[src/rtl/msx_ppi_io.sv]
// MSX1 8255 PPI responder (mode 0 only) decoded at BASE..BASE+3, plus the Z80 M1 wait-state generator.
// Port A = slot select (out), port B = keyboard columns (in), port C = keyboard row / cassette / LED / click (out).
`timescale 1ns/1ps
module msx_ppi_io #(
    parameter logic [7:0]  BASE     = 8'hA8,
    parameter int unsigned M1_WAITS = 1
) (
    input  logic       clk,
    input  logic       reset_n,
    input  logic       ce_3m58_p,
    input  logic       ce_3m58_n,
    input  logic [7:0] addr,
    input  logic [7:0] d_in,
    output logic [7:0] d_out,
    output logic       d_oe,
    input  logic       iorq_n,
    input  logic       rd_n,
    input  logic       wr_n,
    input  logic       m1_n,
    output logic       wait_n,
    input  logic [7:0] kb_col,
    output logic [7:0] slot_sel,
    output logic [3:0] kb_row,
    output logic       cas_motor_n,
    output logic       cas_out,
    output logic       cap_led_n,
    output logic       click
);

    localparam logic [1:0] WAIT_LOAD = 2'(M1_WAITS);

    // Bit set/reset command: C[cmd[3:1]] <= cmd[0], all other bits kept.
    function automatic logic [7:0] bsr_apply(input logic [7:0] port_c, input logic [7:0] cmd);
        logic [7:0] v;
        v = port_c;
        v[cmd[3:1]] = cmd[0];
        return v;
    endfunction

    logic [7:0] r_port_a;
    logic [7:0] r_port_c;
    logic [7:0] r_kb_latch;
    logic       r_wr_done;
    logic       r_rd_latched;
    logic       r_m1_prev;
    logic [1:0] r_wait_cnt;

    logic       w_match;
    logic       w_io_wr;
    logic       w_io_rd;
    logic       w_wr_accept;
    logic       w_rd_capture;
    logic       w_m1_fall;
    logic [7:0] w_port_a_nxt;
    logic [7:0] w_port_c_nxt;
    logic [7:0] w_d_out;
    logic       w_unused_ce_n;

    assign w_unused_ce_n = ce_3m58_n;

    assign w_match      = (addr[7:2] == BASE[7:2]);
    // m1_n must be high: an interrupt acknowledge also drops iorq_n but is not a port access.
    assign w_io_wr      = ~iorq_n & ~wr_n & m1_n & w_match;
    assign w_io_rd      = ~iorq_n & ~rd_n & m1_n & w_match;
    assign w_wr_accept  = ce_3m58_p & w_io_wr & ~r_wr_done;
    assign w_rd_capture = ce_3m58_p & w_io_rd & ~r_rd_latched;
    assign w_m1_fall    = ce_3m58_p & ~m1_n & r_m1_prev;

    // Next value of the output ports for an accepted write.
    always_comb begin
        w_port_a_nxt = r_port_a;
        w_port_c_nxt = r_port_c;
        if (w_wr_accept) begin
            case (addr[1:0])
                2'b00: w_port_a_nxt = d_in;
                2'b01: w_port_a_nxt = r_port_a;
                2'b10: w_port_c_nxt = d_in;
                2'b11: begin
                    if (d_in[7]) begin
                        w_port_a_nxt = 8'h00;
                        w_port_c_nxt = 8'h00;
                    end else begin
                        w_port_c_nxt = bsr_apply(r_port_c, d_in);
                    end
                end
                default: w_port_a_nxt = r_port_a;
            endcase
        end else begin
            w_port_c_nxt = r_port_c;
        end
    end

    // Port registers plus the one-shot flags that make each bus cycle act only once.
    always_ff @(posedge clk or negedge reset_n) begin
        if (!reset_n) begin
            r_port_a     <= 8'h00;
            r_port_c     <= 8'h00;
            r_kb_latch   <= 8'hFF;
            r_wr_done    <= 1'b0;
            r_rd_latched <= 1'b0;
        end else begin
            r_port_a <= w_port_a_nxt;
            r_port_c <= w_port_c_nxt;
            if (iorq_n) begin
                r_wr_done <= 1'b0;
            end else if (w_wr_accept) begin
                r_wr_done <= 1'b1;
            end else begin
                r_wr_done <= r_wr_done;
            end
            if (iorq_n) begin
                r_rd_latched <= 1'b0;
            end else if (w_rd_capture) begin
                r_rd_latched <= 1'b1;
                r_kb_latch   <= kb_col;
            end else begin
                r_rd_latched <= r_rd_latched;
            end
        end
    end

    // M1 edge detect and wait counter; the counter is nonzero exactly while WAIT is asserted.
    always_ff @(posedge clk or negedge reset_n) begin
        if (!reset_n) begin
            r_m1_prev  <= 1'b1;
            r_wait_cnt <= 2'd0;
        end else if (ce_3m58_p) begin
            r_m1_prev <= m1_n;
            if (w_m1_fall) begin
                r_wait_cnt <= WAIT_LOAD;
            end else if (r_wait_cnt != 2'd0) begin
                r_wait_cnt <= r_wait_cnt - 2'd1;
            end else begin
                r_wait_cnt <= r_wait_cnt;
            end
        end else begin
            r_m1_prev  <= r_m1_prev;
            r_wait_cnt <= r_wait_cnt;
        end
    end

    // Read data mux; the bus idles at FFh whenever this block is not driving.
    always_comb begin
        w_d_out = 8'hFF;
        if (w_io_rd) begin
            case (addr[1:0])
                2'b00:   w_d_out = r_port_a;
                2'b01:   w_d_out = r_kb_latch;
                2'b10:   w_d_out = r_port_c;
                2'b11:   w_d_out = 8'hFF;
                default: w_d_out = 8'hFF;
            endcase
        end else begin
            w_d_out = 8'hFF;
        end
    end

    assign d_out       = w_d_out;
    assign d_oe        = w_io_rd;
    assign wait_n      = (r_wait_cnt == 2'd0);
    assign slot_sel    = r_port_a;
    assign kb_row      = r_port_c[3:0];
    assign cas_motor_n = r_port_c[4];
    assign cas_out     = r_port_c[5];
    assign cap_led_n   = r_port_c[6];
    assign click       = r_port_c[7];

endmodule

[config.mk]
export PLATFORM = sky130hd
export DESIGN_NAME = msx_ppi_io
export DESIGN_NICKNAME = d
export VERILOG_FILES = /design/src/rtl/msx_ppi_io.sv
export SDC_FILE = /design/constraint.sdc
export NUM_CORES = 1
export LEC_CHECK = 0
export ABC_CLOCK_PERIOD_IN_PS = 1500
export BUFFER_PORTS_ARGS = -buffer_cell sky130_fd_sc_hd__buf_2
export CORE_MARGIN = 2
export CORE_UTILIZATION = 50
export DETAILED_ROUTE_END_ITERATION = 10
export GPL_TIMING_DRIVEN = 0
export PLACE_DENSITY_LB_ADDON = 0.15
export SLEW_MARGIN = 20
export SYNTH_ARGS = -nofsm -noshare
export SYNTH_HDL_FRONTEND = slang
export SYNTH_SLANG_ARGS = --single-unit
export TNS_END_PERCENT = 10
[constraint.sdc]
create_clock -name clk -period 1.5 [get_ports clk]
set_input_delay 0.225 -clock clk [delete_from_list [all_inputs] [get_ports clk]]
set_output_delay 0.225 -clock clk [all_outputs]
set_load 0.1 [all_outputs]
======== Word level (Yosys, flattened, before mapping) ========
Cells that the tools add are included.
operators by class
  $add $sub $neg .......................... 1
  magnitude comparators ................... 2
  equality and inequality tests ........... 5
  mux-type cells .......................... 15
  bitwise operators ....................... 18
  reductions and logical operators ........ 13
operators with widths
  kind                                                                                 count
  8-bit one-hot mux with 2 select lines                                                2
  8-bit one-hot mux with 4 select lines                                                1
  8-bit 2-to-1 mux                                                                     3
  1-bit AND                                                                            12
  2-bit nonzero test                                                                   6
  8-bit bitwise mux                                                                    1
  6-bit equality test, second input constant                                           1
  1-bit inverter                                                                       6
  2-bit AND reduction                                                                  3
  1-bit 2-to-1 mux                                                                     5
  2-bit equality test, second input constant                                           2
  2-bit logical NOT                                                                    2
  3-bit by 4-bit less-than comparator with 1-bit output, second input constant         1
  2-bit 2-to-1 mux                                                                     2
  1-bit demux with 3-bit select                                                        1
  3-bit by 1-bit greater-or-equal comparator with 1-bit output, second input constant  1
  3-bit AND reduction                                                                  1
  2-bit by 1-bit equality test with 1-bit output, second input constant                1
  2-bit inequality test, second input constant                                         1
  2-bit by 1-bit subtractor with 2-bit output, second input constant                   1
  1-bit logical AND                                                                    1
storage, ports and cells
  register bits ........................... 29
  logic and storage cells ................. 61

======== Longest topological paths before layout ========
  word-level depth ........................ 8
  depth in mapped cells ................... 6
  gate-level depth less buffers ........... 5

======== Least setup slack after synthesis ========
Ideal clock, no wire load.
  path kind ............................... input to output
  start point ............................. input addr[6]
  end point ............................... output d_out[0]
  arrival ................................. 3052 ps
  data required time ...................... 1275 ps
  path slack .............................. -1777 ps
  cell stages on the path ................. 3
  cell sequence ........................... nand4bb_1 -> nor3_2 -> nand2_1
between the ends
  longest elaborated chain between the ends .. 3
RTL lines
  what                 RTL line  RTL
  start, declared      12        input logic [7:0] addr,
  6-bit equality test  61        assign w_match = (addr[7:2] == BASE[7:2]);
  1-bit AND            64        assign w_io_rd = ~iorq_n & ~rd_n & m1_n & w_match;
  via d_oe             15        output logic d_oe,
  8-bit 2-to-1 mux     145       if (w_io_rd) begin
  end, declared        14        output logic [7:0] d_out,
The timed path passes the listed nets, and every way through them passes these cells.

======== Final worst setup path ========
  start point ............................. register r_port_a[6] (netlist: slot_sel[6])
  end point ............................... output d_out[6]
between the ends
  longest elaborated chain between the ends .. 2
RTL lines
  what                                   RTL line  RTL
  start, declared                        40        logic [7:0] r_port_a;
  start signal, assigned                 102       r_port_a <= w_port_a_nxt;
  8-bit one-hot mux with 4 select lines  146       case (addr[1:0])
  8-bit 2-to-1 mux                       145
No other way between the ends.

==> Flow_metrics.wiki <==
{| class="wikitable"
! Metric !! Value
|-
| Run status || finished, violations left
|-
| Port Buffers || 54
|-
| Fraction of registers with async set/reset || 100%
|-
| Inst Count DP || 279
|-
| Iter 0 DRT Violations || 94
|-
| Clk root buf || sky130_fd_sc_hd__clkbuf_4
|-
| Rows || 21
|-
| Violated checks || setup timing
|-
| Post-synthesis sequential element count || 29
|-
| Placeable Area || 3310 um^2
|-
| Clock Power Share || 27.6%
|-
| Measured slew at the worst slew-check pin || 648 ps
|-
| Commonest cells in the synthesized netlist || 20 x sky130_fd_sc_hd__dfrtp_1, 19 x sky130_fd_sc_hd__nand2_1, 18 x sky130_fd_sc_hd__o21ai_0, 15 x sky130_fd_sc_hd__a21oi_1, 13 x sky130_fd_sc_hd__mux2_2
|-
| Largest vdd supply drop || 0.000528 V
|-
| Hold Path Cell Cnt || 2
|-
| Switching Share || 33.8%
|-
| Top-area cell type share of the netlist area || 29.0%
|-
| DIE WIDTH || 62.7 um
|-
| Most area-hungry cell type in the Yosys netlist || sky130_fd_sc_hd__dfrtp_1
|-
| Internal || 1.33 mW
|-
| Worst setup slack before clock tree synthesis || -453 ps
|-
| Via count of the first global-routing pass || 1,525
|-
| Combinational group share of total power || 30.1%
|-
| Global Route Usage Sum || 23.9%
|-
| Max-cap viol count || 0
|-
| Area contributors post-synth || sky130_fd_sc_hd__dfrtp_1 29%, sky130_fd_sc_hd__dfstp_2 14%, sky130_fd_sc_hd__mux2_2 8.5%, sky130_fd_sc_hd__o21ai_0 5.2%, sky130_fd_sc_hd__a21oi_1 4.4%
|-
| Prevailing post-synth register cell || sky130_fd_sc_hd__dfrtp_1
|-
| 1st-pass router iterations || 4
|-
| Final non-filler cell total || 297
|-
| Post-synthesis cell type count || 38
|-
| PnR Total Power || 2.01 mW
|-
| Synthesized netlist cell count || 179
|-
| Relative slew slack || 56.8%
|-
| Reg2Reg Setup Slack || 100 ps
|-
| Min-delay src || iorq_n
|-
| Max Transition Viols Final || 0
|-
| Number of CTS-inserted buffers || 5
|-
| Synth warn || 0
|-
| Endpoint class of the critical path || output pin
|-
| ANT nets after route || 0
|-
| Worst Path Class, Setup || reg2out
|-
| Register Area || 737 um^2
|-
| Data arrival time of the critical path || 1430 ps
|-
| Fill cells || 266
|-
| Final setup vio count || 8
|-
| Global-route congestion overflow total || 0
|-
| Mean instance size in the synthesized netlist || 9.63 um^2
|-
| Detailed-route vias per instance || 5.34
|-
| Area of combinational cells with multiple inputs || 996 um^2
|-
| Most frequent cell after synthesis || sky130_fd_sc_hd__dfrtp_1
|-
| WL final || 4380 um
|-
| Clock tree from TritonCTS || yes
|-
| Worst reg2reg path endpoint || r_port_c[5]
|-
| H-tree depth reported by CTS || 2
|-
| GP Congestion || 0.868
|-
| Launching point of the worst reg2reg path || r_wr_done
|-
| Path depth of the worst reg2reg path || 5
|-
| Maximum frequency from static timing analysis || 606 MHz
|-
| Maximum clock skew at final layout || 3.56 ps
|-
| Count of endpoints failing hold in the final timing report || 0
|-
| Die footprint || 3930 um^2
|-
| Wire length of the first global-routing pass || 7350 um
|-
| Post-route fraction of the period consumed by the critical path || 110%
|-
| CTS sink cnt || 29
|-
| Post-Synthesis Cell Area || 1720 um^2
|-
| Number of flops mapped to enable cells by yosys || 0
|-
| Net switching power of the design || 0.677 mW
|-
| Worst EP required || 1270 ps
|-
| Final net count || 283
|-
| Area growth from synthesis to layout || 40.7%
|-
| Vertical extent of the die || 62.7 um
|-
| Antenna violations before repair || 0
|-
| RSZ-0062 raised after global routing || yes
|-
| Starting density of the core || 52.0%
|-
| Boundary Pins || 58
|-
| Ratio of cells with drive above 1 in the final layout || 50.6%
|-
| Seq/Total Area, Yosys || 42.8%
|-
| Class of the worst hold path || in2reg
|-
| Post-layout util || 73.2%
|-
| Worst Setup Slack, final || -150 ps
|-
| Remaining routing DRC violations || 0
|-
| CTS clk-pin slew, worst paths || 90 ps
|-
| Routed length per instance || 14.8 um
|-
| Number of buffers on the longest clock path || 2
|-
| Leakage power || 1.18 nW
|-
| Crit-path max FO || 2
|-
| Total via count in the routed design || 1,586
|-
| Maximum number of pins on one net before global-route repair || 30
|-
| Nature of the critical path startpoint || register
|-
| Sequential share of power || 42.3%
|-
| Clock network latency to the later pin of the worst-skew pair || 330 ps
|-
| Number of diodes added for antenna fixing || 0
|-
| Final critical-path required period || 1650 ps
|-
| Post-Synthesis Net Count || 212
|-
| Final HPWL DP || 2980 um
|-
| Power density relative to cell area || 827 nW/um^2
|-
| CP Launch Point || slot_sel[6]
|-
| Endpoint with the worst hold slack || r_rd_latched
|}
-- worst max-delay path by stage --
stage	end	cells past startpoint
CTS	d_out[6]	4
detailed placement	d_oe	4
global route	d_out[4]	4
floorplan	d_out[0]	3
finish	d_out[6]	4
global placement	d_oe	4
-- through the flow --
stage | area (um^2) | hold slack (ps) | TNS, ps
2_1_floorplan | 1750 | -70.6 | -9220
3_3_place_gp | 2080 | 281 | -4010
3_5_place_dp | 2080 | 291 | -4300
4_1_cts | 2350 | 82.0 | -724
5_1_grt | 2420 | 86.1 | -1290
6_report | 2420 | 99.7 | -651
-- critical path: stages, from the launching register on --
cell                      delay, ps
sky130_fd_sc_hd__dfrtp_1        400
sky130_fd_sc_hd__mux2_4         290
sky130_fd_sc_hd__o22ai_2        150
sky130_fd_sc_hd__nand2_2         90
sky130_fd_sc_hd__buf_12         170
-- power groups by stage --
stage,combinational [mW],sequential [mW],clock (mW)
CTS,0.561,0.843,0.569
floorplan,0.326,0.901,0
finish,0.604,0.848,0.554
global placement,0.483,0.856,0
detailed placement,0.488,0.858,0
global route,0.654,0.854,0.620
-- kinds of logic (layout without fill, tap and decap cells) --
group	after synthesis	after routing	synth area share, %
AO/OA/AOI/OAI	48	48	15.8
adder cells (fa/ha/maj)	1	1	0.726
buffers and inverters	17	89	4.36
flip-flops	29	29	42.8
multiplexers	21	21	14.3
AND/OR/NAND/NOR	63	63	22.0
-- per-layer routing --
| layer | routed length, um | global-route usage (%) | up-vias |
|---|---|---|---|
| met5 | 0 | 0 | - |
| met4 | 48 | 5.00 | 0 |
| met3 | 212 | 5.95 | 6 |
| met2 | 2120 | 37.4 | 44 |
| met1 | 2010 | 33.9 | 750 |
| li1 | - | - | 786 |
-- repair_timing --
item,CTS,global route
hold endpoints to repair,20,0
buffers inserted,6,3
pin swaps,6,3
hold buffers,1,0
setup endpoints to repair,10,17
gates resized for setup,40,14
-- registers in the layout, indices dropped and copies added (netlist names) --
signal and cells:
r_rd_latched 1, r_wait_cnt 2, slot_sel 8, r_wr_done 1
r_kb_latch 8, r_port_c 8, r_m1_prev 1
-- cell type report --
type | count | area share, %
Tap cell | 46 | 2.37
Buffer | 10 | 2.06
Clock buffer | 7 | 2.68
Sequential cell | 29 | 30.4
Clock inverter | 1 | 0.206
Timing Repair Buffer | 64 | 20.1
Multi-Input combinational cell | 133 | 41.1
Inverter | 7 | 1.08
-- cell usage in the layout, fill, tap and decap left out, types with 3 or more instances in the layout --
cell                       instances
sky130_fd_sc_hd__nand2_1          11
sky130_fd_sc_hd__o22ai_1           5
sky130_fd_sc_hd__clkbuf_1          5
sky130_fd_sc_hd__o22ai_2           4
sky130_fd_sc_hd__nor3b_1           3
sky130_fd_sc_hd__mux2i_1           4
sky130_fd_sc_hd__a21oi_1          15
sky130_fd_sc_hd__inv_1             6
sky130_fd_sc_hd__dfrtp_1          20
sky130_fd_sc_hd__mux2_4            5
sky130_fd_sc_hd__buf_8             3
sky130_fd_sc_hd__and2_1            4
sky130_fd_sc_hd__nand2_2           8
sky130_fd_sc_hd__o21ai_0          15
sky130_fd_sc_hd__mux2_2           12
sky130_fd_sc_hd__nor2b_1           3
sky130_fd_sc_hd__nor2_1           10
sky130_fd_sc_hd__buf_6             3
sky130_fd_sc_hd__clkbuf_4          7
sky130_fd_sc_hd__buf_4            10
sky130_fd_sc_hd__buf_12            6
sky130_fd_sc_hd__dfstp_2           9
sky130_fd_sc_hd__buf_2            43
sky130_fd_sc_hd__a31oi_1           3
(Power assumes the default switching activity.)
